==> src/rtl/i2c_controller_pkg.sv <==
// -----------------------------------------------------------------------------
// i2c_controller_pkg
// Shared definitions for the bit-level I2C master:
//   - instruction encodings issued by device drivers on instr_i
//   - controller FSM state encodings
//   - quarter-slot indices within one SCL bit period
//   - small helpers used by the controller datapath
// No ports; imported with `import i2c_controller_pkg::*;`.
// -----------------------------------------------------------------------------
package i2c_controller_pkg;

    typedef enum logic [1:0] {
        INST_START_TX   = 2'd0,
        INST_STOP_TX    = 2'd1,
        INST_READ_BYTE  = 2'd2,
        INST_WRITE_BYTE = 2'd3
    } instr_t;

    typedef enum logic [2:0] {
        ST_IDLE  = 3'd0,
        ST_START = 3'd1,
        ST_STOP  = 3'd2,
        ST_WRITE = 3'd3,
        ST_READ  = 3'd4
    } state_t;

    // Quarter indices inside one bit slot.
    localparam logic [1:0] Q0 = 2'd0;
    localparam logic [1:0] Q1 = 2'd1;
    localparam logic [1:0] Q2 = 2'd2;
    localparam logic [1:0] Q3 = 2'd3;

    // Slots 0..7 carry data, slot 8 is the acknowledge slot.
    localparam logic [3:0] LastSlot = 4'd8;

    function automatic state_t instr_to_state(input instr_t instr);
        state_t s;
        s = ST_IDLE;
        case (instr)
            INST_START_TX:   s = ST_START;
            INST_STOP_TX:    s = ST_STOP;
            INST_READ_BYTE:  s = ST_READ;
            INST_WRITE_BYTE: s = ST_WRITE;
            default:         s = ST_IDLE;
        endcase
        return s;
    endfunction

    // In data/ack slots SCL is released during the two middle quarters only.
    function automatic logic scl_high_quarter(input logic [1:0] q);
        return (q == Q1) || (q == Q2);
    endfunction

endpackage

==> src/rtl/i2c_controller_if.sv <==
// -----------------------------------------------------------------------------
// i2c_controller_if
// Bundles the driver request/response handshake and the open-drain pin
// controls of one I2C bus.
//   instr_i    : 2-bit instruction (see instr_t)
//   enable_i   : one-cycle request strobe
//   byte_i     : byte to send for WRITE_BYTE
//   byte_o     : last byte received by READ_BYTE
//   complete_o : high = idle/done, low = busy
//   ack_err_o  : last WRITE_BYTE saw NACK
//   scl_oe_o   : 1 = pull SCL low
//   sda_oe_o   : 1 = pull SDA low
//   sda_i      : sampled SDA pin
//   scl_i      : sampled SCL pin (clock stretching only)
// modport master : driver plus board-pin side
// modport slave  : the controller
// -----------------------------------------------------------------------------
interface i2c_controller_if;
    logic [1:0] instr_i;
    logic       enable_i;
    logic [7:0] byte_i;
    logic [7:0] byte_o;
    logic       complete_o;
    logic       ack_err_o;
    logic       scl_oe_o;
    logic       sda_oe_o;
    logic       sda_i;
    logic       scl_i;

    modport master (
        output instr_i, enable_i, byte_i, sda_i, scl_i,
        input  byte_o, complete_o, ack_err_o, scl_oe_o, sda_oe_o
    );

    modport slave (
        input  instr_i, enable_i, byte_i, sda_i, scl_i,
        output byte_o, complete_o, ack_err_o, scl_oe_o, sda_oe_o
    );
endinterface

==> src/rtl/i2c_controller_quarter_tick.sv <==
// -----------------------------------------------------------------------------
// i2c_quarter_tick
// Divides the system clock into quarter-bit periods of QuarterPeriod cycles
// and tracks the quarter index 0..3 within the current bit slot.
//   clk_i   : system clock
//   rst_i   : synchronous active-high reset
//   restart : force count and quarter to 0 (held while the controller idles)
//   hold    : freeze the count while it sits at 0 (SCL clock stretching)
//   tick    : one-cycle pulse in the last cycle of every quarter
//   quarter : current quarter index 0..3
// -----------------------------------------------------------------------------
module i2c_quarter_tick #(
    parameter int QuarterPeriod = 67
) (
    input  logic       clk_i,
    input  logic       rst_i,
    input  logic       restart,
    input  logic       hold,
    output logic       tick,
    output logic [1:0] quarter
);
    localparam int CntWidth = $clog2(QuarterPeriod);
    localparam logic [CntWidth-1:0] CntLast = CntWidth'(QuarterPeriod - 1);

    logic [CntWidth-1:0] count_reg, count_next;
    logic [1:0]          quarter_reg, quarter_next;

    // QuarterPeriod >= 2, so the last count is never 0 and a held counter
    // can never produce a tick.
    assign tick    = !restart && (count_reg == CntLast);
    assign quarter = quarter_reg;

    always_comb begin
        count_next   = count_reg;
        quarter_next = quarter_reg;
        if (restart) begin
            count_next   = '0;
            quarter_next = 2'd0;
        end else if (hold && (count_reg == '0)) begin
            count_next   = count_reg;
        end else if (tick) begin
            count_next   = '0;
            quarter_next = quarter_reg + 2'd1;
        end else begin
            count_next   = count_reg + CntWidth'(1);
        end
    end

    always_ff @(posedge clk_i) begin
        if (rst_i) begin
            count_reg   <= '0;
            quarter_reg <= 2'd0;
        end else begin
            count_reg   <= count_next;
            quarter_reg <= quarter_next;
        end
    end
endmodule

==> src/rtl/i2c_controller.sv <==
// -----------------------------------------------------------------------------
// i2c_controller
// Bit-level I2C master. Executes one instruction at a time (START, STOP,
// READ_BYTE, WRITE_BYTE) and converts it into open-drain SCL/SDA controls.
// Each bit slot is four quarters of QuarterPeriod clocks.
//   clk_i : system clock
//   rst_i : synchronous active-high reset (aborts any instruction)
//   bus   : i2c_controller_if.slave (request handshake + pin controls)
// Optional build macro I2C_CLK_STRETCH_EN: while SCL is released, the quarter
// counter waits at 0 until the SCL pin reads high (target clock stretching).
// Without it scl_i is ignored.
// -----------------------------------------------------------------------------
module i2c_controller
    import i2c_controller_pkg::*;
#(
    parameter int QuarterPeriod = 67
) (
    input  logic              clk_i,
    input  logic              rst_i,
    i2c_controller_if.slave   bus
);
    state_t     state_reg, state_next;
    logic [3:0] bit_reg, bit_next;
    logic [7:0] shift_reg, shift_next;
    logic [7:0] byte_reg, byte_next;
    logic       ack_err_reg, ack_err_next;
    logic       ack_sample_reg, ack_sample_next;
    logic       complete_reg, complete_next;
    // Line levels remembered from the last busy cycle; driven while idle so
    // SCL stays low and SDA keeps its level between instructions.
    logic       scl_hold_reg, scl_hold_next;
    logic       sda_hold_reg, sda_hold_next;

    logic       scl_pull, sda_pull;
    logic       tick;
    logic [1:0] quarter;
    logic       tick_restart;
    logic       tick_hold;

    assign tick_restart = (state_reg == ST_IDLE);

`ifdef I2C_CLK_STRETCH_EN
    assign tick_hold = (state_reg != ST_IDLE) && !scl_pull && !bus.scl_i;
`else
    assign tick_hold = 1'b0;
`endif

    i2c_quarter_tick #(
        .QuarterPeriod (QuarterPeriod)
    ) u_tick (
        .clk_i   (clk_i),
        .rst_i   (rst_i),
        .restart (tick_restart),
        .hold    (tick_hold),
        .tick    (tick),
        .quarter (quarter)
    );

    // Pin waveform for the current state/quarter/slot.
    always_comb begin
        scl_pull = scl_hold_reg;
        sda_pull = sda_hold_reg;
        case (state_reg)
            ST_START: begin
                scl_pull = (quarter == Q0) || (quarter == Q3);
                sda_pull = (quarter == Q2) || (quarter == Q3);
            end
            ST_STOP: begin
                scl_pull = (quarter == Q0);
                sda_pull = (quarter == Q0) || (quarter == Q1);
            end
            ST_WRITE: begin
                scl_pull = !scl_high_quarter(quarter);
                // Data goes out MSB first from the shift register; the
                // acknowledge slot is left to the target.
                sda_pull = (bit_reg != LastSlot) && !shift_reg[7];
            end
            ST_READ: begin
                scl_pull = !scl_high_quarter(quarter);
                // Release during data, drive ACK in the last slot.
                sda_pull = (bit_reg == LastSlot);
            end
            default: begin
                scl_pull = scl_hold_reg;
                sda_pull = sda_hold_reg;
            end
        endcase
    end

    // Next-state and datapath.
    always_comb begin
        state_next      = state_reg;
        bit_next        = bit_reg;
        shift_next      = shift_reg;
        byte_next       = byte_reg;
        ack_err_next    = ack_err_reg;
        ack_sample_next = ack_sample_reg;
        complete_next   = complete_reg;
        scl_hold_next   = scl_hold_reg;
        sda_hold_next   = sda_hold_reg;

        if (state_reg != ST_IDLE) begin
            scl_hold_next = scl_pull;
            sda_hold_next = sda_pull;
        end

        case (state_reg)
            ST_IDLE: begin
                // complete_o rises one cycle after the FSM returns here; a
                // request coinciding with that rise is not accepted.
                complete_next = 1'b1;
                if (complete_reg && bus.enable_i) begin
                    state_next    = instr_to_state(instr_t'(bus.instr_i));
                    bit_next      = 4'd0;
                    shift_next    = bus.byte_i;
                    complete_next = 1'b0;
                end
            end
            ST_START, ST_STOP: begin
                if (tick && (quarter == Q3)) begin
                    state_next = ST_IDLE;
                end
            end
            ST_WRITE, ST_READ: begin
                if (tick) begin
                    // q1 -> q2 boundary: SCL has been high for a full quarter.
                    if (quarter == Q1) begin
                        if (bit_reg == LastSlot) begin
                            if (state_reg == ST_WRITE) begin
                                ack_sample_next = bus.sda_i;
                            end
                        end else if (state_reg == ST_READ) begin
                            shift_next = {shift_reg[6:0], bus.sda_i};
                        end
                    end
                    if (quarter == Q3) begin
                        if (bit_reg == LastSlot) begin
                            state_next = ST_IDLE;
                            if (state_reg == ST_READ) begin
                                byte_next = shift_reg;
                            end else begin
                                ack_err_next = ack_sample_reg;
                            end
                        end else begin
                            bit_next = bit_reg + 4'd1;
                            if (state_reg == ST_WRITE) begin
                                shift_next = {shift_reg[6:0], 1'b0};
                            end
                        end
                    end
                end
            end
            default: begin
                state_next = ST_IDLE;
            end
        endcase
    end

    always_ff @(posedge clk_i) begin
        if (rst_i) begin
            state_reg      <= ST_IDLE;
            bit_reg        <= 4'd0;
            shift_reg      <= 8'h00;
            byte_reg       <= 8'h00;
            ack_err_reg    <= 1'b0;
            ack_sample_reg <= 1'b0;
            complete_reg   <= 1'b1;
            scl_hold_reg   <= 1'b0;
            sda_hold_reg   <= 1'b0;
        end else begin
            state_reg      <= state_next;
            bit_reg        <= bit_next;
            shift_reg      <= shift_next;
            byte_reg       <= byte_next;
            ack_err_reg    <= ack_err_next;
            ack_sample_reg <= ack_sample_next;
            complete_reg   <= complete_next;
            scl_hold_reg   <= scl_hold_next;
            sda_hold_reg   <= sda_hold_next;
        end
    end

    assign bus.scl_oe_o   = scl_pull;
    assign bus.sda_oe_o   = sda_pull;
    assign bus.byte_o     = byte_reg;
    assign bus.complete_o = complete_reg;
    assign bus.ack_err_o  = ack_err_reg;

endmodule
==> src/flat_wrapper.sv <==
// flat-port wrapper written by rule: the top's interface ports become plain ports
module i2c_controller_flat import i2c_controller_pkg::*;
#(
    parameter int QuarterPeriod = 67
)
  (clk_i, rst_i, bus_instr_i, bus_enable_i, bus_byte_i, bus_sda_i, bus_scl_i, bus_byte_o, bus_complete_o, bus_ack_err_o, bus_scl_oe_o, bus_sda_oe_o);
  i2c_controller_if bus_i ();
  input  logic clk_i;
  input  logic rst_i;
  input wire logic [$bits(bus_i.instr_i)-1:0] bus_instr_i;
  input wire logic [$bits(bus_i.enable_i)-1:0] bus_enable_i;
  input wire logic [$bits(bus_i.byte_i)-1:0] bus_byte_i;
  input wire logic [$bits(bus_i.sda_i)-1:0] bus_sda_i;
  input wire logic [$bits(bus_i.scl_i)-1:0] bus_scl_i;
  output wire logic [$bits(bus_i.byte_o)-1:0] bus_byte_o;
  output wire logic [$bits(bus_i.complete_o)-1:0] bus_complete_o;
  output wire logic [$bits(bus_i.ack_err_o)-1:0] bus_ack_err_o;
  output wire logic [$bits(bus_i.scl_oe_o)-1:0] bus_scl_oe_o;
  output wire logic [$bits(bus_i.sda_oe_o)-1:0] bus_sda_oe_o;
  assign bus_i.instr_i = bus_instr_i;
  assign bus_i.enable_i = bus_enable_i;
  assign bus_i.byte_i = bus_byte_i;
  assign bus_i.sda_i = bus_sda_i;
  assign bus_i.scl_i = bus_scl_i;
  assign bus_byte_o = bus_i.byte_o;
  assign bus_complete_o = bus_i.complete_o;
  assign bus_ack_err_o = bus_i.ack_err_o;
  assign bus_scl_oe_o = bus_i.scl_oe_o;
  assign bus_sda_oe_o = bus_i.sda_oe_o;
  i2c_controller #(.QuarterPeriod(QuarterPeriod)) u_core (.clk_i(clk_i), .rst_i(rst_i), .bus(bus_i));
endmodule
==> config.mk <==
export PLATFORM = sky130hd
export DESIGN_NAME = i2c_controller_flat
export DESIGN_NICKNAME = d
export VERILOG_FILES = /design/src/rtl/i2c_controller_pkg.sv /design/src/rtl/i2c_controller_if.sv /design/src/rtl/i2c_controller_quarter_tick.sv /design/src/rtl/i2c_controller.sv /design/src/flat_wrapper.sv
export SDC_FILE = /design/constraint.sdc
export NUM_CORES = 1
export LEC_CHECK = 0
export CORE_UTILIZATION = 44
export CTS_CLUSTER_DIAMETER = 60
export DETAILED_ROUTE_END_ITERATION = 8
export GPL_TIMING_DRIVEN = 1
export HOLD_SLACK_MARGIN = 0.05
export PLACE_DENSITY = 0.66
export SYNTH_ARGS = -nofsm -noshare
export SYNTH_HDL_FRONTEND = slang
export SYNTH_SLANG_ARGS = --single-unit
==> constraint.sdc <==
create_clock -name clk_i -period 4.3 [get_ports clk_i]
set_clock_uncertainty 0.2 [all_clocks]
set_input_delay 0.645 -clock clk_i [delete_from_list [all_inputs] [get_ports clk_i]]
set_output_delay 0.645 -clock clk_i [all_outputs]
set_load 0.01 [all_outputs]
==> flow_metrics.env, run 1 <==
export IMPL_p_seq_frac=0.509
export IMPL_cp_max_fo=8
export IMPL_period_needed_ns=3.13
export IMPL_synthFlopType="dfxtp_1"
export IMPL_grt_pass1_vias=1573
export IMPL_finalCritPeriodShare=0.727
export IMPL_dieArea_sq_um=5050
export IMPL_required_ns=3.45
export IMPL_post_cts_buffers=0
export IMPL_crit_start="u_core.u_tick.quarter[0]"
export IMPL_syn_avg_cell_area_sq_um=8.79
export IMPL_cts_resized=0
export IMPL_initial_utilization=0.470
export IMPL_setup_worst_path_class="flop to primary output"
export IMPL_cp_data_arrival_time_ns=2.28
export IMPL_syn_inst=239
export IMPL_wl_per_cell_um=14.1
export IMPL_rows=24
export IMPL_worstMarginPinSlew_ns=0.605
export IMPL_tns_ns=0
export IMPL_cap_violations=0
export IMPL_crit_reg2reg_launch="u_core.state_reg[2]"
export IMPL_cp_slowest_stage_delay_ns=0.53
export IMPL_layout_nets=284
export IMPL_cts_buffers=5
export IMPL_hold_viol_final=0
export IMPL_failed_checks="design-rule violations"
export IMPL_p_clk_frac=0.314
export IMPL_holdBufCountCts=0
export IMPL_antenna_found_initial=0
export IMPL_yosys_warnings=0
export IMPL_portBuffers=25
export IMPL_switching_share=0.281
export IMPL_powerDensity_nw_per_um2=305
export IMPL_path_clk_slew_ns=0.07
export IMPL_cp_buffers_inverters=1
export IMPL_seq_area_frac_synth=0.353
export IMPL_root_buffer="clkbuf_8"
export IMPL_grt_max_degree=27
export IMPL_cts_buffer_depth=2
export IMPL_die_height_um=71.1
export IMPL_synth_enable_flop_cells=0
export IMPL_boundaryPins=27
export IMPL_yosysTopAreaCell="dfxtp_1"
export IMPL_max_freq_mhz=320
export IMPL_worstHoldStart="u_core.u_tick.count_reg[0]"
export IMPL_drive_above_1_share=0.0581
export IMPL_cp_start_kind="flop"
export IMPL_ys_ff_latch=37
export IMPL_drc=1
export IMPL_ant_nets=0
export IMPL_slew_viol_final=0
export IMPL_p_comb_frac=0.177
export IMPL_place_ws_ns=1.47
export IMPL_hp_class="flop to flop"
export IMPL_area_growth_pct=16.4
export IMPL_drt_total_wl_um=4360
export IMPL_cp_end_kind="primary output"
export IMPL_outcome="finished with violations"
export IMPL_ys_async_sr_fraction=0
export IMPL_htreeDepth=2
export IMPL_insertion_delay_ns=0.29
export IMPL_synth_area_top_cells="dfxtp_1 35%, mux2i_1 8.1%, ha_1 6.6%, nand2b_1 5.7%, nor2_1 3.0%"
export IMPL_first_pass_iters=6
export IMPL_synth_area_sq_um=2100
export IMPL_cp_top_family="buffers and inverters"
export IMPL_synthDistinctLibCells=51
export IMPL_ir_worst_vdd_mv=0.188
export IMPL_finalSetupViolations=0
export IMPL_power_internal_uw=537
export IMPL_fp_coreArea_sq_um=4470
export IMPL_p_switching_uw=210
export IMPL_diodes=0
export IMPL_grt_use_total=0.188
export IMPL_tritoncts="yes"
export IMPL_relSlewSlack=0.596
export IMPL_drt_iter0_markers=103
export IMPL_rsz0062_at_grt="false"
export IMPL_clock_sinks=37
export IMPL_crit_chain="ha_1, nor2_1, o311ai_0, nand4_1, nand2_1, clkdlybuf4s50_1"
export IMPL_grt_first_pass_wirelength_um=7470
export IMPL_post_route_util=0.547
export IMPL_synth_top_area_frac=0.353
export IMPL_via_per_inst=5.42
export IMPL_slowest_stage="clkdlybuf4s50_1"
export IMPL_hpwl_um=3020
export IMPL_gp_congestion=0.806
export IMPL_p_leak_uw=0.000905
export IMPL_synth_nets=265
export IMPL_setup_slack_ns=1.17
export IMPL_die_x_um=71.1
export IMPL_vias=1679
export IMPL_grt_overflow=0
[kinds of logic after synthesis]
logic type,share of synthesized area
AOI/OAI and AO/OA,0.164
muxes,0.0864
xor gates and xnor gates,0.0250
buffers and inverters,0.0512
adders and majority gates,0.0655
and+or+nand+nor,0.256
DFF,0.353
[power groups by stage]
| stage | registers [uW] | logic [uW] | clock network (uW) |
|---|---|---|---|
| global route | 383 | 148 | 259 |
| finish | 380 | 133 | 235 |
| floorplan | 377 | 98.5 | 0 |
| global placement | 387 | 131 | 0 |
| CTS | 379 | 133 | 241 |
| detailed placement | 387 | 132 | 0 |
[per-stage QoR]
stage	instance area (sq um)	power [uW]	instances	hold slack, ns
global route	2450	790	310	0.280
CTS	2450	754	310	0.267
finish	2450	747	310	0.259
floorplan	2100	475	239	0.226
global placement	2360	519	303	0.247
detailed placement	2360	520	303	0.251
[area by class of cell]
class	count	area (sq um)
fillers	422	2030
multi-input cells	175	1250
flip-flops and latches	37	741
repair buffers	26	258
clock buffers	6	72.6
well taps	52	65.1
inverters	13	48.8
clock inverters	1	8.76
[final timing paths]
check                               endpoint  slack (ns)  cells past startpoint
hold reg to reg   u_core.u_tick.count_reg[0]        0.26                      1
hold / removal    u_core.u_tick.count_reg[0]        0.26                      1
setup / recovery                bus_sda_oe_o        1.17                      6
setup reg to reg           u_core.bit_reg[0]        1.91                      4
[cells in the final DEF, fill, tap and decap left out, types with 3 or more instances in the layout]
cell | synthesis | routed
nand2_1 | 10 | 10
dfxtp_1 | 37 | 37
nor3_1 | 4 | 4
clkbuf_8 | 0 | 5
nor2_1 | 17 | 17
clkdlybuf4s50_1 | 0 | 25
nand4_1 | 5 | 5
o21ai_0 | 11 | 11
nand3_1 | 10 | 10
nand3b_1 | 5 | 5
ha_1 | 11 | 11
mux2i_1 | 17 | 17
or3_1 | 3 | 3
xnor2_1 | 4 | 4
inv_1 | 13 | 13
nand2b_1 | 19 | 19
a211oi_1 | 3 | 3
a21oi_1 | 11 | 11
a21o_1 | 6 | 6
a31oi_1 | 3 | 3
[cells in the mapped netlist (all sizes together) (6+ instances only)]
master	number
ha	11
a21o	6
nor2	17
nand3	10
nand2b	19
clkbuf	9
dfxtp	37
inv	13
nand2	10
o21ai	11
mux2i	17
a21oi	11
[routing by layer]
metal / share of wire / up-vias / track usage
met5: 0 / - / 0
met4: 0.011 / 0 / 0.0533
met3: 0.032 / 6 / 0.0442
met2: 0.43 / 24 / 0.277
met1: 0.53 / 765 / 0.275
li1: - / 884 / -
No activity file was read; power rests on OpenSTA's default activity.
==> run 2: changes to the inputs <==
==> constraint.sdc (replaced) <==
create_clock -name clk_i -period 2.9 [get_ports clk_i]
set_clock_uncertainty 0.2 [all_clocks]
set_input_delay 0.435 -clock clk_i [delete_from_list [all_inputs] [get_ports clk_i]]
set_output_delay 0.435 -clock clk_i [all_outputs]
set_load 0.01 [all_outputs]
==> flow_metrics.env, run 2 (synthesis results as in run 1) <==
export IMPL_outcome="finished with violations"
export IMPL_failed_checks="design-rule violations"
export IMPL_grt_overflow=0
export IMPL_clock_sinks=37
export IMPL_boundaryPins=27
export IMPL_slew_viol_final=0
export IMPL_root_buffer="clkbuf_8"
export IMPL_finalSetupViolations=0
export IMPL_final_cells=313
export IMPL_portBuffers=25
export IMPL_drive_above_1_share=0.0996
export IMPL_vias=1700
export IMPL_setup_worst_path_class="flop to primary output"
export IMPL_max_freq_mhz=369
export IMPL_cp_start_kind="flop"
export IMPL_via_per_inst=5.43
export IMPL_hold_slack_ns=0.273
export IMPL_ir_worst_vdd_mv=0.265
export IMPL_cp_end_kind="primary output"
export IMPL_final_cell_mix="33 x dfxtp_1, 25 x clkdlybuf4s50_1, 19 x nand2b_1"
export IMPL_grt_pass1_vias=1587
export IMPL_insertion_delay_ns=0.29
export IMPL_gp_congestion=0.817
export IMPL_hp_class="flop to flop"
export IMPL_cap_violations=0
export IMPL_worstMarginPinSlew_ns=0.559
export IMPL_relSlewSlack=0.624
export IMPL_drc=1
export IMPL_finalCritPeriodShare=0.934
export IMPL_rows=24
export IMPL_hpwl_um=3120
export IMPL_area_growth_pct=19.2
export IMPL_hold_viol_final=0
export IMPL_grt_use_total=0.186
export IMPL_ant_nets=0
export IMPL_first_pass_iters=6
export IMPL_initial_utilization=0.470
export IMPL_cts_buffer_depth=2
export IMPL_final_common_cell="dfxtp_1"
export IMPL_ff_latch_area_sq_um=746
export IMPL_fillCellCount=429
export IMPL_powerDensity_nw_per_um2=455
export IMPL_cp_data_arrival_time_ns=2.07
export IMPL_multi_input_area_sq_um=1270
export IMPL_drt_iter0_markers=130
export IMPL_dp_cells=306
export IMPL_required_ns=2.27
export IMPL_cts_buffers=5
export IMPL_fp_coreArea_sq_um=4470
export IMPL_grt_first_pass_wirelength_um=7410
export IMPL_dieArea_sq_um=5050
export IMPL_die_height_um=71.1
export IMPL_drt_total_wl_um=4420
export IMPL_diodes=0
export IMPL_tritoncts="yes"
export IMPL_cp_max_fo=4
export IMPL_path_clk_slew_ns=0.08
export IMPL_antenna_found_initial=0
export IMPL_p_leak_uw=0.000922
export IMPL_wl_per_cell_um=14.1
export IMPL_layout_nets=287
export IMPL_period_needed_ns=2.71
export IMPL_grt_max_degree=26
export IMPL_die_x_um=71.1
export IMPL_htreeDepth=2
## run 2: changes by cell type in the layout (fill, tap and decap cells not counted), moves of 2 or more
cell / before / now
dfxtp_2: 0 / 4
dfxtp_1: 37 / 33
ha_1: 11 / 9
buf_4: 1 / 4
## run 2: final timing paths
check	startpoint	endpoint	slack [ns]	depth (start not counted)
max	u_core.bit_reg[0]	bus_sda_oe_o	0.19	7
min	u_core.u_tick.count_reg[0]	u_core.u_tick.count_reg[0]	0.27	1
max reg2reg	u_core.state_reg[2]	u_core.bit_reg[0]	0.69	4
min reg2reg	u_core.u_tick.count_reg[0]	u_core.u_tick.count_reg[0]	0.27	1
## run 2: cell type report
type,count,share of cell area
flip-flops and latches,37,0.298
clock inverters,1,0.00300
well taps,52,0.0260
inverters,13,0.0195
multi-input cells,175,0.509
repair buffers,29,0.112
clock buffers,6,0.0330
## run 2: repair_timing
action                                  CTS  global route
pin swaps                                 0             0
hold buffers                              0             0
gates resized for setup                   1             9
endpoints found under the setup margin    1             1
setup buffers                             0             0
## run 2: critical path, stage by stage, from the launching register on
cell             delay (ns)
dfxtp_1                0.38
inv_1                  0.07
ha_1                   0.21
and3b_1                0.21
o311ai_0               0.11
nand4_1                0.18
nand2_1                0.10
clkdlybuf4s50_1        0.53
## run 2: routing by layer
layer  GRT usage  share of wire  vias to the layer above
met2       0.281           0.45                       31
met1       0.271           0.51                      777
li1            -              -                      890
met4      0.0533         0.0057                        0
met5           0              0                        -
met3      0.0342          0.033                        2
## run 2: per-stage QoR
stage / instance area [sq um] / utilization / power (uW) / setup TNS [ns] / worst slack [ns]
finish: 2500 / 0.560 / 1140 / 0 / 0.191
global route: 2500 / 0.560 / 1200 / -0.00270 / -0.00270
global placement: 2390 / 0.534 / 771 / 0 / 0.348
CTS: 2480 / 0.554 / 1150 / 0 / 0.0656
detailed placement: 2390 / 0.534 / 772 / 0 / 0.312
floorplan: 2100 / - / 705 / 0 / 0.889
## run 2: power by group
part,total (uW),internal [uW],switching [uW]
Clock,374,188,186
Sequential,566,535,30.8
Combinational,200,99.3,100
==> run 3: changes to the inputs <==
--- a/config.mk
+++ b/config.mk
@@ -8,9 +8,11 @@
 export CORE_UTILIZATION = 44
 export CTS_CLUSTER_DIAMETER = 60
 export DETAILED_ROUTE_END_ITERATION = 8
+export GPL_ROUTABILITY_DRIVEN = 0
 export GPL_TIMING_DRIVEN = 1
 export HOLD_SLACK_MARGIN = 0.05
 export PLACE_DENSITY = 0.66
+export SETUP_SLACK_MARGIN = 0.3
 export SYNTH_ARGS = -nofsm -noshare
 export SYNTH_HDL_FRONTEND = slang
 export SYNTH_SLANG_ARGS = --single-unit
==> flow_metrics.env, run 3 (synthesis results as in run 1) <==
export IMPL_outcome="finished with violations"
export IMPL_failed_checks="design-rule violations"
export IMPL_holdBufCountCts=0
export IMPL_grt_overflow=0
export IMPL_finalCritPeriodShare=0.824
export IMPL_hpwl_um=3120
export IMPL_via_per_inst=5.46
export IMPL_drc=1
export IMPL_grt_pass1_vias=1599
export IMPL_hp_class="flop to flop"
export IMPL_period_needed_ns=2.39
export IMPL_antenna_found_initial=0
export IMPL_cp_end_kind="primary output"
export IMPL_ant_nets=0
export IMPL_required_ns=2.27
export IMPL_cts_buffer_depth=2
export IMPL_hold_slack_ns=0.273
export IMPL_rows=24
export IMPL_area_growth_pct=20.3
export IMPL_root_buffer="clkbuf_8"
export IMPL_fillCellCount=417
export IMPL_portBuffers=25
export IMPL_grt_first_pass_wirelength_um=7510
export IMPL_rsz0062_at_grt="false"
export IMPL_cp_start_kind="flop"
export IMPL_slew_viol_final=0
export IMPL_drive_above_1_share=0.115
export IMPL_crit_end="bus_scl_oe_o"
export IMPL_die_height_um=71.1
export IMPL_r2r_cells=4
export IMPL_max_freq_mhz=419
export IMPL_place_ws_ns=0.312
export IMPL_post_cts_buffers=0
export IMPL_crit_reg2reg_launch="u_core.state_reg[1]"
export IMPL_insertion_delay_ns=0.29
export IMPL_diodes=0
export IMPL_setup_slack_ns=0.511
export IMPL_drt_total_wl_um=4430
export IMPL_r2r_end="u_core.bit_reg[0]"
export IMPL_dieArea_sq_um=5050
export IMPL_cp_max_fo=4
export IMPL_tns_ns=0
export IMPL_grt_use_total=0.189
export IMPL_final_common_cell="dfxtp_1"
export IMPL_boundaryPins=27
export IMPL_vias=1710
export IMPL_ir_worst_vdd_mv=0.266
export IMPL_finalSetupViolations=0
export IMPL_wl_per_cell_um=14.1
export IMPL_cap_violations=0
export IMPL_first_pass_iters=6
export IMPL_fin_area_sq_um=2530
export IMPL_worstMarginPinSlew_ns=0.570
export IMPL_crit_start="u_core.u_tick.quarter[0]"
export IMPL_clock_sinks=37
export IMPL_htreeDepth=2
export IMPL_fp_coreArea_sq_um=4470
export IMPL_post_dp_cell_area_sq_um=2390
export IMPL_setup_worst_path_class="flop to primary output"
export IMPL_cp_data_arrival_time_ns=1.75
export IMPL_hold_viol_final=0
export IMPL_die_x_um=71.1
export IMPL_relSlewSlack=0.617
export IMPL_cts_buffers=5
export IMPL_final_cell_mix="31 x dfxtp_1, 23 x clkdlybuf4s50_1, 19 x nand2b_1"
export IMPL_layout_nets=287
export IMPL_drt_iter0_markers=112
export IMPL_initial_utilization=0.470
export IMPL_worstHoldStart="u_core.u_tick.count_reg[0]"
export IMPL_rrSetupSlack_ns=0.68
export IMPL_p_leak_uw=0.000945
export IMPL_grt_max_degree=26
export IMPL_path_clk_slew_ns=0.07
export IMPL_powerDensity_nw_per_um2=449
export IMPL_tritoncts="yes"
[run 3: changes by cell type in the layout (fill, tap and decap cells not counted), sizes merged]
cell | before | now
clkdlybuf4s50 | 25 | 23
dlygate4sd2 | 0 | 1
dlymetal6s2s | 0 | 1
[run 3: final cells by class]
class	count	area (sq um)	area share
multi-input combinational	175	1290	0.511
sequential	37	751	0.297
timing repair buffer	29	282	0.111
clock buffer	6	82.6	0.0327
tap	52	65.1	0.0257
inverter	13	48.8	0.0193
clock inverter	1	7.51	0.00297
[run 3: worst max-delay path: stages (launching register included)]
cell           delay, ns
dfxtp_4             0.39
inv_1               0.07
ha_1                0.33
o211ai_1            0.17
o21ai_0             0.13
nor2_1              0.12
dlygate4sd2_1       0.27
[run 3: worst min-delay path by stage]
stage                                             to  slack, ns  cells after the start
after global placement    u_core.u_tick.count_reg[0]       0.25                      1
after global routing            u_core.bus.byte_o[7]       0.30                      2
after CTS                 u_core.u_tick.count_reg[0]       0.27                      1
after detailed placement  u_core.u_tick.count_reg[0]       0.26                      1
after floorplan           u_core.u_tick.count_reg[0]       0.23                      1
final                     u_core.u_tick.count_reg[0]       0.27                      1
[run 3: per-stage QoR]
step | utilization | std cells | total power (uW)
2_1_floorplan | - | 239 | 705
3_3_place_gp | 0.534 | 306 | 771
3_5_place_dp | 0.534 | 306 | 772
4_1_cts | 0.563 | 313 | 1150
5_1_grt | 0.565 | 313 | 1200
6_report | 0.565 | 313 | 1130
[run 3: where the power goes]
group	switching, uW	internal [uW]
combinational	101	95.6
sequential	31.4	534
clock	185	188
[run 3: layer usage]
metal,global-route usage,part of all wire
met4,0.0533,0.0056
met1,0.271,0.51
met2,0.292,0.45
met5,0,0
met3,0.0342,0.039
[run 3: repair_timing]
item | 4_1_cts | 5_1_grt
pin swaps | 1 | 1
setup endpoints to repair | 2 | 1
hold endpoints to repair | 0 | 0
resized for setup | 17 | 2
